File: src/rtl/util_irq2axis.sv
// Interrupt collector: edge-detects irq lines into pending bits and emits one
// 8-bit AXI-Stream beat per event, picking pending sources in round-robin order.
module util_irq2axis #(
    parameter int unsigned NUM_IRQ  = 8,
    parameter int unsigned BASE_NUM = 0
) (
    input  logic               clk,
    input  logic               rst_n,
    input  logic [NUM_IRQ-1:0] irq,
    input  logic [NUM_IRQ-1:0] irq_mask,
    output logic [NUM_IRQ-1:0] pending,
    output logic [7:0]         m_axis_tdata,
    output logic               m_axis_tvalid,
    input  logic               m_axis_tready
);

    localparam int unsigned   IW       = (NUM_IRQ > 1) ? $clog2(NUM_IRQ) : 1;
    localparam logic [IW-1:0] LAST_RST = IW'(NUM_IRQ - 1);

    logic [NUM_IRQ-1:0] irq_q;
    logic [NUM_IRQ-1:0] pending_q;
    logic [NUM_IRQ-1:0] pending_d;
    logic [NUM_IRQ-1:0] rise;
    logic [NUM_IRQ-1:0] cand;
    logic [NUM_IRQ-1:0] clr;
    logic [7:0]         tdata_q;
    logic               tvalid_q;
    logic [IW-1:0]      last_q;
    logic [IW-1:0]      sel;
    logic [IW-1:0]      idx;
    logic               found;
    logic               load_ok;

    assign rise    = irq & ~irq_q;
    assign cand    = pending_q & ~irq_mask;
    assign load_ok = ~tvalid_q | m_axis_tready;

    // Scan last+1, last+2, ... wrapping; k = NUM_IRQ revisits last itself.
    always_comb begin
        found = 1'b0;
        sel   = '0;
        idx   = '0;
        for (int unsigned k = 1; k <= NUM_IRQ; k++) begin
            idx = IW'((32'(last_q) + k) % NUM_IRQ);
            if (!found && cand[idx]) begin
                found = 1'b1;
                sel   = idx;
            end
        end
    end

    always_comb begin
        clr = '0;
        if (load_ok && found) begin
            clr[sel] = 1'b1;
        end
        // Set wins over clear so an edge landing on the load cycle is kept.
        pending_d = (pending_q & ~clr) | rise;
    end

    always_ff @(posedge clk or negedge rst_n) begin
        if (!rst_n) begin
            irq_q     <= '0;
            pending_q <= '0;
            tdata_q   <= '0;
            tvalid_q  <= 1'b0;
            last_q    <= LAST_RST;
        end else begin
            irq_q     <= irq;
            pending_q <= pending_d;
            if (load_ok) begin
                if (found) begin
                    tdata_q  <= 8'(BASE_NUM) + 8'(sel);
                    tvalid_q <= 1'b1;
                    last_q   <= sel;
                end else begin
                    tvalid_q <= 1'b0;
                end
            end
        end
    end

    assign pending       = pending_q;
    assign m_axis_tdata  = tdata_q;
    assign m_axis_tvalid = tvalid_q;

endmodule

File: config.mk
export PLATFORM = sky130hd
export DESIGN_NAME = util_irq2axis
export DESIGN_NICKNAME = d
export VERILOG_FILES = /design/src/rtl/util_irq2axis.sv
export SDC_FILE = /design/constraint.sdc
export NUM_CORES = 1
export LEC_CHECK = 0
export CAP_MARGIN = 20
export CORE_MARGIN = 3
export CORE_UTILIZATION = 45
export DETAILED_ROUTE_END_ITERATION = 7
export GPL_TIMING_DRIVEN = 0
export PLACE_DENSITY = 0.81
export SLEW_MARGIN = 20
export SYNTH_ARGS = -nofsm -noshare
export SYNTH_HDL_FRONTEND = slang
export SYNTH_SLANG_ARGS = --single-unit
File: constraint.sdc
create_clock -name clk -period 4.15 [get_ports clk]
set_input_delay 0.415 -clock clk [delete_from_list [all_inputs] [get_ports clk]]
set_output_delay 0.415 -clock clk [all_outputs]
set_load 0.1 [all_outputs]
# Word-level counts from Yosys, hierarchy flattened

Index checks and enable logic that the tools add are counted.

Muxes and demuxes: 36
$lt $le $gt $ge: 10
Bitwise gates (word level): 9
Reductions and logical operators: 17
Add/subtract/negate cells: 8

Operators by type and width:

| operator                                                                            | number |
|---|---|
| 3-bit by 4-bit < comparator with 1-bit output, second input constant                | 9 |
| 8-bit AND                                                                           | 3 |
| 1-bit binary-select mux with 3-bit select                                           | 8 |
| 3-bit 2-to-1 mux                                                                    | 8 |
| 8-bit NOT                                                                           | 3 |
| 1-bit 2-to-1 mux                                                                    | 18 |
| 3-bit adder, second input constant                                                  | 4 |
| 1-bit logical AND                                                                   | 9 |
| 8-bit 2-to-1 mux                                                                    | 1 |
| 8-bit bitwise OR                                                                    | 1 |
| 1-bit zero test                                                                     | 7 |
| 3-bit by 1-bit adder with 3-bit output, second input constant                       | 2 |
| 3-bit by 2-bit adder with 3-bit output, second input constant                       | 2 |
| 1-bit demux with 3-bit select                                                       | 1 |
| 3-bit by 1-bit greater-or-equal comparator with 1-bit output, second input constant | 1 |
| 2-bit AND reduction                                                                 | 1 |
| 1-bit NOT                                                                           | 1 |
| 1-bit bitwise OR                                                                    | 1 |

Bits in registers: 23
Output and inout bits: 17
Input port bits: 19
Word-level logic and storage cells: 85

# Longest topological paths before layout

Gate-level depths: netlist (run 1).

Depth in word-level cells: 34
Gate-level depth with buffers: 12
Depth with buffers taken out: 10

# Least setup slack after synthesis (run 1)

OpenSTA, ideal clock, no wires.

Path type: reg-to-reg
From: register last_q[1]
To: register pending_q[3] (netlist: pending[3])
Data arrival time: 3521 ps
Path slack: 506 ps
Path buffers: 2
Library setup time: 123 ps
Required time: 4027 ps
Stages on the path, launching flop included: 13
Clock period less this slack: 3644 ps
Cells stage by stage: dfstp_2 clkbuf_1 inv_2 ha_1 xnor2_1 mux4_1 or4b_4 nand2b_4 buf_6 a21o_1 a22oi_4 nand3b_1 a22o_1

Longest elaborated chain between the ends: 33
Elaborated cells between the ends (all ways): 64
Those cells by class: add/sub: 8; order compare: 2; mux: 35; bitwise: 3; reduce/logical: 16

RTL lines:

| item                                      | line | text |
|---|---|---|
| start, declared                           | 28   | `logic [IW-1:0] last_q;` |
| start signal, assigned                    | 75   | `last_q <= sel;` |
| 3-bit by 1-bit adder with 3-bit output    | 44   | `idx = IW'((32'(last_q) + k) % NUM_IRQ);` |
| 1-bit binary-select mux with 3-bit select | 45   | `if (!found && cand[idx]) begin` |
| 1-bit 2-to-1 mux (not written as such)    | 45   |  |
| 1-bit 2-to-1 mux                          | 45   |  |
| 1-bit zero test                           | 45   |  |
| 1-bit logical AND                         | 45   |  |
| 1-bit 2-to-1 mux                          | 45   |  |
| 1-bit zero test                           | 45   |  |
| [... 18 more ...]                         | --   |  |
| 1-bit logical AND (not written as such)   | 55   | `clr[sel] = 1'b1;` |
| 1-bit 2-to-1 mux (not written as such)    | 55   |  |
| 1-bit demux with 3-bit select             | 55   |  |
| 8-bit 2-to-1 mux *                        | 54   | `if (load_ok && found) begin` |
| 8-bit NOT *                               | 58   | `pending_d = (pending_q & ~clr) \| rise;` |
| 8-bit AND *                               | 58   |  |
| 8-bit bitwise OR *                        | 58   |  |
| net pending_d[3]                          | 22   | `logic [NUM_IRQ-1:0] pending_d;` |
| end signal, assigned                      | 70   | `pending_q <= pending_d;` |
| end, declared                             | 21   | `logic [NUM_IRQ-1:0] pending_q;` |

The timed path passes the listed nets; every way through them passes the cells marked *. The select of a mux whose other input is x is not followed.
A chain may end at the register's enable or synchronous reset.

# Final worst setup path (run 1)

Ends and elaborated chain as after synthesis.

==> impl_metrics.tcl, run 1 <==
set metrics [dict create \
    status "finished clean" \
    vias_per_cell 5.851 \
    synthFlopType "dfrtp_1" \
    reg2reg_depth 12 \
    clock-sinks 23 \
    synth_warnings 0 \
    die_area_sq_um 5249 \
    ctsHoldBuffers 0 \
    syn_to_final_growth_pct 22.10 \
    period_share 0.9108 \
    die_height_um 72.45 \
    nets 253 \
    worst_pin_slew_ns 0.9807 \
    clkSlewWorstSetupHoldPaths_ns 0.08 \
    ios 36 \
    synth-seq-cells 23 \
    drt_iter0_drc 63 \
    synth_top_area_cell "dfrtp_1" \
    syn_inst 193 \
    setup_tns_ns 0 \
    fp.dieW_um 72.45 \
    wire_per_inst_um 16.40 \
    synth_edf_count 0 \
    yosys-top-cells-area "dfrtp_1, mux4_1, mux2i_1, dfstp_2, nand2b_1" \
    max_cap_viol_count 0 \
    critPathRequiredTime_ns 4.31 \
    hold_viol_final 0 \
    design_area_sq_um 2426 \
    postPlaceCellArea_sq_um 2365 \
    via_count 1644 \
    fin_crit_ns 3.780 \
    tritoncts "yes" \
    grt_max_degree 24 \
    finalWirelength_um 4607 \
    path_class "register to register" \
    overflow 0 \
    finClkSkew_ns 0.001974 \
    crit_fanout 10 \
    ys_async_sr_fraction 1.000 \
    worstSetupStartpointType "register" \
    max_clock_freq_mhz 264.6 \
    antenna_found_initial 0 \
    cts_resized 0 \
    rsz0062_at_grt "no" \
    dr.pass1.iters 4 \
    clk_latency_ns 0.27 \
    fill_cells 363 \
    fp-row-count 23 \
    ys_types 57 \
    core_area_sq_um 4115 \
    drive_above_1_share 0.1645 \
    arrival_ns 3.94 \
    hold_path.class "input port to async pin" \
    place_congestion 0.8636 \
    cts_htree_levels 1 \
    synth.cell_area_sq_um 1987 \
    postCtsSetupBuffers 0 \
    syn_avg_cell_area_sq_um 10.29 \
    whs_ns 0.09760 \
    grt_usage 0.1852 \
    drv_slew 0 \
    cts_made_buffers 3 \
    finalSetupViolCount 0 \
    netlist.area_leader.share 0.2519 \
    hpwl_um 3612 \
    grt_pass1_wl_um 7645 \
    end_kind "register" \
    rrSetupSlack_ns 0.37 \
    start_util 0.4828 \
    final_antenna_net_count 0 \
    cts_root_buffer "clkbuf_8" \
    max-clock-path-buffers 2 \
    first_global_vias 1612 \
    port_buffers 30 \
    relSlewSlack 0.3441 \
    antenna_cells 0 \
    ys_seq_area_frac 0.2916 \
    drc_errors 0 \
]
-- synthesized netlist by cell type (all sizes together) (2+ instances only) --
master and n:
xnor2 2, nor2 11, nor2b 10, nand2b 12, mux2 2, a221oi 3
dfstp 3, inv 14, a21boi 2, o22ai 5, clkbuf 3, mux4 12
o221ai 2, a21oi 8, o21ai 11, mux2i 15, clkinv 2, a221o 2
nand3b 2, ha 2, nand3 3, nand2 9, a22o 2, and3 2
o31ai 2, or2 3, buf 9, a21o 4, dfrtp 20
-- state kept, by name (all words and copies together) (netlist names) --
| register | flops |
|---|---|
| last_q | 3 |
| irq_q | 8 |
| m_axis_tdata | 3 |
| m_axis_tvalid | 1 |
| pending | 8 |
-- kinds of logic after synthesis --
group,after synthesis,synth area share
compound gates,51,0.1896
xor+xnor,2,0.008818
fa+ha+maj,2,0.01259
buf+inv,28,0.08627
flops,23,0.2916
mux,29,0.2437
other cells,1,0.001887
simple gates,57,0.1656
-- worst max-delay path, stage by stage (launching register included) --
cell	delay, ns
dfstp_2	0.53
clkbuf_2	0.18
inv_2	0.14
ha_1	0.30
xnor2_4	0.24
mux4_1	0.65
or4b_4	0.54
nand2b_4	0.16
buf_6	0.13
o21bai_1	0.20
nand3_2	0.19
nand3b_1	0.21
a22o_1	0.20
-- layout make-up --
| cell class | count | area, sq um | area share |
|---|---|---|---|
| Buffer | 12 | 101.3 | 0.04177 |
| Multi-Input combinational cell | 146 | 1270 | 0.5235 |
| Sequential cell | 23 | 579.3 | 0.2388 |
| Tap cell | 50 | 62.56 | 0.02579 |
| Inverter | 16 | 72.57 | 0.02991 |
| Clock buffer | 4 | 45.04 | 0.01857 |
| Timing Repair Buffer | 30 | 295.3 | 0.1217 |
-- per-layer routing --
metal  vias to the layer above  track usage  routed length [um]
met3                         9      0.01939                 253
li1                        793            -                   -
met5                         -            0                   0
met1                       793       0.2403                1972
met4                         0      0.07582                 117
met2                        49       0.3155                2263
-- layout by cell type, fill, tap and decap left out, types with 2 or more instances in the layout --
cell / Yosys / routed
o21ai_0: 9 / 9
dfrtp_1: 20 / 20
clkbuf_8: 0 / 3
inv_1: 13 / 13
a21o_1: 4 / 4
nand2_1: 9 / 9
buf_4: 6 / 6
o31ai_1: 2 / 2
o22ai_1: 4 / 4
mux4_1: 11 / 11
dfstp_2: 3 / 3
nand3_1: 2 / 2
a21boi_0: 2 / 2
o221ai_1: 2 / 2
mux2i_1: 15 / 15
nand3b_1: 2 / 2
a22o_1: 2 / 2
a21oi_1: 8 / 8
clkbuf_2: 0 / 2
nand2b_1: 11 / 11
ha_1: 2 / 2
conb_1: 1 / 5
nor2_1: 11 / 11
nor2b_1: 10 / 10
or2_2: 3 / 3
buf_6: 2 / 2
mux2_2: 2 / 2
a221oi_1: 3 / 3
clkdlybuf4s50_1: 0 / 29
clkbuf_1: 3 / 2
-- path summary, 6_finish.rpt --
check / start / to
max: last_q[1] / pending[3]
min: rst_n / m_axis_tdata[0]
max reg2reg: last_q[1] / pending[3]
min reg2reg: irq_q[5] / pending[5]
max in group asynchronous: rst_n / last_q[0]
min in group clk: irq_q[5] / pending[5]
-- per-stage QoR --
stage,utilization,cells,setup slack (ns)
2_1_floorplan,-,197,0.5063
3_3_place_gp,0.5746,277,0.1081
3_5_place_dp,0.5746,277,0.06222
4_1_cts,0.5856,281,0.05531
5_1_grt,0.5895,281,0.1724
6_report,0.5895,281,0.3701
Power of run 1 is not shown: default switching activity piles up to over one toggle a cycle in this logic, so the estimate is an artifact.
==> inputs of run 2 (changes only) <==
--- a/config.mk
+++ b/config.mk
@@ -6,7 +6,7 @@
 export NUM_CORES = 1
 export LEC_CHECK = 0
 export CAP_MARGIN = 20
-export CORE_MARGIN = 3
+export CORE_MARGIN = 10
 export CORE_UTILIZATION = 45
 export DETAILED_ROUTE_END_ITERATION = 7
 export GPL_TIMING_DRIVEN = 0
==> constraint.sdc (replaced) <==
create_clock -name clk -period 4.83 [get_ports clk]
set_input_delay 0.483 -clock clk [delete_from_list [all_inputs] [get_ports clk]]
set_output_delay 0.483 -clock clk [all_outputs]
set_load 0.1 [all_outputs]
==> run 2 against run 1 <==
Effect of this change:
- global-route usage down 5.7 points
- flip-flop and latch count unchanged
- first-iteration DRC count up 110%
- critical path depth down 1
- non-clock buffer count unchanged
- die area up 42%
- register-to-register slack better by 0.36 ns
- final cell count up 0.71%
- via count up 2.3%
- critical endpoint is now pending[0]
==> impl_metrics.tcl, run 2 (same netlist as run 1, synthesis figures left out) <==
set metrics [dict create \
    final_antenna_net_count 0 \
    period_share 0.8496 \
    path_class "register to register" \
    rr_endpoint "pending[0]" \
    arrival_ns 4.25 \
    r2r_start "last_q[1]" \
    via_count 1682 \
    antenna_cells 0 \
    drive_above_1_share 0.1472 \
    worst_pin_slew_ns 0.9889 \
    port_buffers 30 \
    overflow 0 \
    syn_to_final_growth_pct 21.41 \
    rsz0062_at_grt "no" \
    grt_pass1_wl_um 7955 \
    die_area_sq_um 7474 \
    max_cap_viol_count 0 \
    vias_per_cell 5.943 \
    ios 36 \
    status "finished clean" \
    layout_commonest_cell "clkdlybuf4s50_1" \
    wire_per_inst_um 16.66 \
    nets 253 \
    clkSlewWorstSetupHoldPaths_ns 0.08 \
    fp.dieW_um 86.45 \
    reg2reg_depth 11 \
    dr.pass1.iters 4 \
    finClkSkew_ns 0.003877 \
    clock-sinks 23 \
    slowest_delay_ns 0.68 \
    cts_resized 0 \
    rrSetupSlack_ns 0.73 \
    cts_root_buffer "clkbuf_8" \
    setup_tns_ns 0 \
    core_area_sq_um 4324 \
    path_cells "clkbuf_1, inv_2, ha_1, xnor2_1, mux4_1, or4b_4, nor3_1, a221oi_1, o22ai_2, nor3b_1, o22ai_1" \
    relSlewSlack 0.3386 \
    cts_made_buffers 3 \
    die_height_um 86.45 \
    max-clock-path-buffers 2 \
    hold_viol_final 0 \
    drc_errors 0 \
    drv_slew 0 \
    first_global_vias 1725 \
    grt_usage 0.1280 \
    tritoncts "yes" \
    place_congestion 0.8744 \
    fin_crit_ns 4.104 \
    fp-row-count 24 \
    slowest_stage "mux4_1" \
    antenna_found_initial 0 \
    drt_iter0_drc 134 \
    ctsHoldBuffers 0 \
    finalWirelength_um 4716 \
    critPathRequiredTime_ns 4.98 \
    end_kind "register" \
    grt_max_degree 24 \
    clk_latency_ns 0.27 \
    mostFrequentLayoutCells "clkdlybuf4s50_1, dfrtp_1, mux2i_1" \
    hold_path.class "register to register" \
    crit_start "last_q[1]" \
    cp.depth 11 \
    cts_htree_levels 1 \
    finalSetupViolCount 0 \
    worstSetupStartpointType "register" \
    critical_path.top_delay_family "simple AND/OR/NAND/NOR gates" \
    postCtsSetupBuffers 0 \
    start_util 0.4595 \
    crit_buf_inv 2 \
    fill_cells 385 \
    cp-endpoint "pending[0]" \
    crit_fanout 10 \
    max_clock_freq_mhz 243.7 \
    hpwl_um 3792 \
    multi_input_area_sq_um 1251 \
    seq_area_sq_um 579.3 \
]
==> run 2: how the worst min path moves through the flow <==
stage                     startpoint          to  cells past startpoint
after global placement      irq_q[4]  pending[4]                      1
after global routing        irq_q[4]  pending[4]                      1
after detailed placement    irq_q[4]  pending[4]                      1
after floorplan                rst_n    irq_q[0]                      0
final                       irq_q[4]  pending[4]                      1
after CTS                   irq_q[4]  pending[4]                      1
==> run 2: final cells by class <==
cell class / count / area share
Clock buffer: 4 / 0.01867
Timing Repair Buffer: 30 / 0.1245
Sequential cell: 23 / 0.2401
Inverter: 16 / 0.03008
Tap cell: 52 / 0.02697
Multi-Input combinational cell: 146 / 0.5187
Buffer: 12 / 0.04098
==> run 2: layer usage <==
| layer | wire (um) | GRT usage | part of all wire |
|---|---|---|---|
| met2 | 2358 | 0.2174 | 0.50 |
| met1 | 1922 | 0.1478 | 0.41 |
| met3 | 352 | 0.03752 | 0.075 |
| met4 | 83 | 0.04860 | 0.018 |
| met5 | 0 | 0 | 0 |
==> run 2: stage by stage <==
step / area [sq um] / utilization / setup WS [ns] / std cells / hold slack (ns)
after floorplan: 2002 / - / 1.186 / 197 / 0.1874
after global placement: 2367 / 0.5475 / 0.7981 / 279 / 0.4050
after detailed placement: 2367 / 0.5475 / 0.8078 / 279 / 0.4158
after CTS: 2412 / 0.5579 / 0.7969 / 283 / 0.4269
after global routing: 2412 / 0.5579 / 0.5001 / 283 / 0.4418
final: 2412 / 0.5579 / 0.7264 / 283 / 0.4252
Power of run 2 is left out for the same reason.
==> inputs of run 3 (changes only) <==
==> constraint.sdc (replaced) <==
create_clock -name clk -period 3.8 [get_ports clk]
set_input_delay 0.38 -clock clk [delete_from_list [all_inputs] [get_ports clk]]
set_output_delay 0.38 -clock clk [all_outputs]
set_load 0.1 [all_outputs]
==> run 3 against run 2 <==
Effect of this change:
- first-iteration DRC count rose by 4.5%
- critical path type unchanged
- worst hold slack improved by 0.0011 ns
- clock skew fell by 0.0011 ns
- critical endpoint is now pending[3]
==> impl_metrics.tcl, run 3 (same netlist as run 1, synthesis figures left out) <==
set metrics [dict create \
    status "finished clean" \
    fp-row-count 24 \
    nets 253 \
    ctsHoldBuffers 0 \
    port_buffers 30 \
    pre_cts_slack_ns -0.2222 \
    layout.cells.non_filler 283 \
    setup_slack_ns 0.1903 \
    max_cap_viol_count 0 \
    finalWirelength_um 4736 \
    drt_iter0_drc 140 \
    first_global_vias 1717 \
    final_antenna_net_count 0 \
    cp-endpoint "pending[3]" \
    clock-sinks 23 \
    hold_path.class "register to register" \
    critPathRequiredTime_ns 3.96 \
    clk_latency_ns 0.27 \
    start_util 0.4595 \
    cts_htree_levels 1 \
    max_clock_freq_mhz 277.0 \
    grt_max_degree 24 \
    arrival_ns 3.77 \
    rr_endpoint "pending[3]" \
    finClkSkew_ns 0.002768 \
    ios 36 \
    slowest_delay_ns 0.56 \
    drv_slew 0 \
    finalSetupViolCount 0 \
    dr.pass1.iters 4 \
    tritoncts "yes" \
    cpMostUsedCell "buf_6" \
    die_area_sq_um 7474 \
    cts_made_buffers 3 \
    rrSetupSlack_ns 0.19 \
    cts_root_buffer "clkbuf_8" \
    clkSlewWorstSetupHoldPaths_ns 0.08 \
    max-clock-path-buffers 2 \
    grt_pass1_wl_um 7983 \
    die_height_um 86.45 \
    fin_crit_ns 3.610 \
    reg2reg_depth 12 \
    via_count 1697 \
    layout_commonest_cell "clkdlybuf4s50_1" \
    path_class "register to register" \
    core_area_sq_um 4324 \
    mostFrequentLayoutCells "clkdlybuf4s50_1, dfrtp_1, mux2i_1" \
    worst_pin_slew_ns 0.9848 \
    worstSetupStartpointType "register" \
    hp-start "irq_q[4]" \
    wire_per_inst_um 16.73 \
    place_inst 279 \
    hpwl_um 3792 \
    overflow 0 \
    relSlewSlack 0.3414 \
    drive_above_1_share 0.1688 \
    vias_per_cell 5.996 \
    place_congestion 0.8744 \
    grt_usage 0.1284 \
    crit_start "last_q[0]" \
    path_cells "buf_6, clkinv_8, ha_1, xnor2_2, mux4_2, or4b_4, nand2b_4, buf_6, o21bai_1, nand3_2, nand3b_1, a22o_1" \
    hold_viol_final 0 \
    slowest_stage "mux4_2" \
    period_share 0.9499 \
    crit_fanout 9 \
    antenna_found_initial 0 \
    syn_to_final_growth_pct 22.23 \
    r2r_start "last_q[0]" \
    fp.dieW_um 86.45 \
    antenna_cells 0 \
    drc_errors 0 \
    end_kind "register" \
]
[run 3: how the worst min path moves through the flow]
stage	end	slack, ns	cells past startpoint
floorplan	irq_q[0]	0.08	0
global placement	pending[4]	0.40	1
detailed placement	pending[4]	0.42	1
CTS	pending[4]	0.43	1
global route	pending[4]	0.44	1
finish	pending[4]	0.43	1
[run 3: stage by stage]
stage / hold WS [ns] / util / instance area [sq um] / setup TNS [ns]
finish: 0.4263 / 0.5616 / 2429 / 0
global route: 0.4418 / 0.5616 / 2429 / -0.008460
CTS: 0.4269 / 0.5587 / 2416 / 0
detailed placement: 0.4158 / 0.5475 / 2367 / -1.669
global placement: 0.4050 / 0.5475 / 2367 / -1.759
floorplan: 0.08441 / - / 2002 / 0
[run 3: worst max-delay path: cells and delay by family (launching register included)]
kind / cells / cell delay [ns]
muxes: 1 / 0.56
DFF: 1 / 0.55
buffers and inverters: 3 / 0.38
and+or+nand+nor: 4 / 1.09
adders and majority gates: 1 / 0.27
xor gates and xnor gates: 1 / 0.23
AOI/OAI and AO/OA: 2 / 0.40
[run 3: timing repair]
item,CTS,global route
setup buffers,0,1
setup endpoints to repair,12,9
resized for setup,1,4
pin swaps,1,1
[run 3: per-layer routing]
| metal | wire length (um) | global-route usage | vias up |
|---|---|---|---|
| li1 | - | - | 788 |
| met1 | 1926 | 0.1501 | 844 |
| met2 | 2417 | 0.2161 | 59 |
| met3 | 333 | 0.03752 | 6 |
| met4 | 59 | 0.04860 | 0 |
| met5 | 0 | 0 | - |
[run 3: layout make-up]
cell class	instances	area, sq um
Clock buffer	4	45.04
Tap cell	52	65.06
Timing Repair Buffer	31	307.8
Buffer	11	96.34
Inverter	16	72.57
Multi-Input combinational cell	146	1262
Sequential cell	23	579.3
Fill cell	384	1896
Power of run 3 is left out for the same reason.
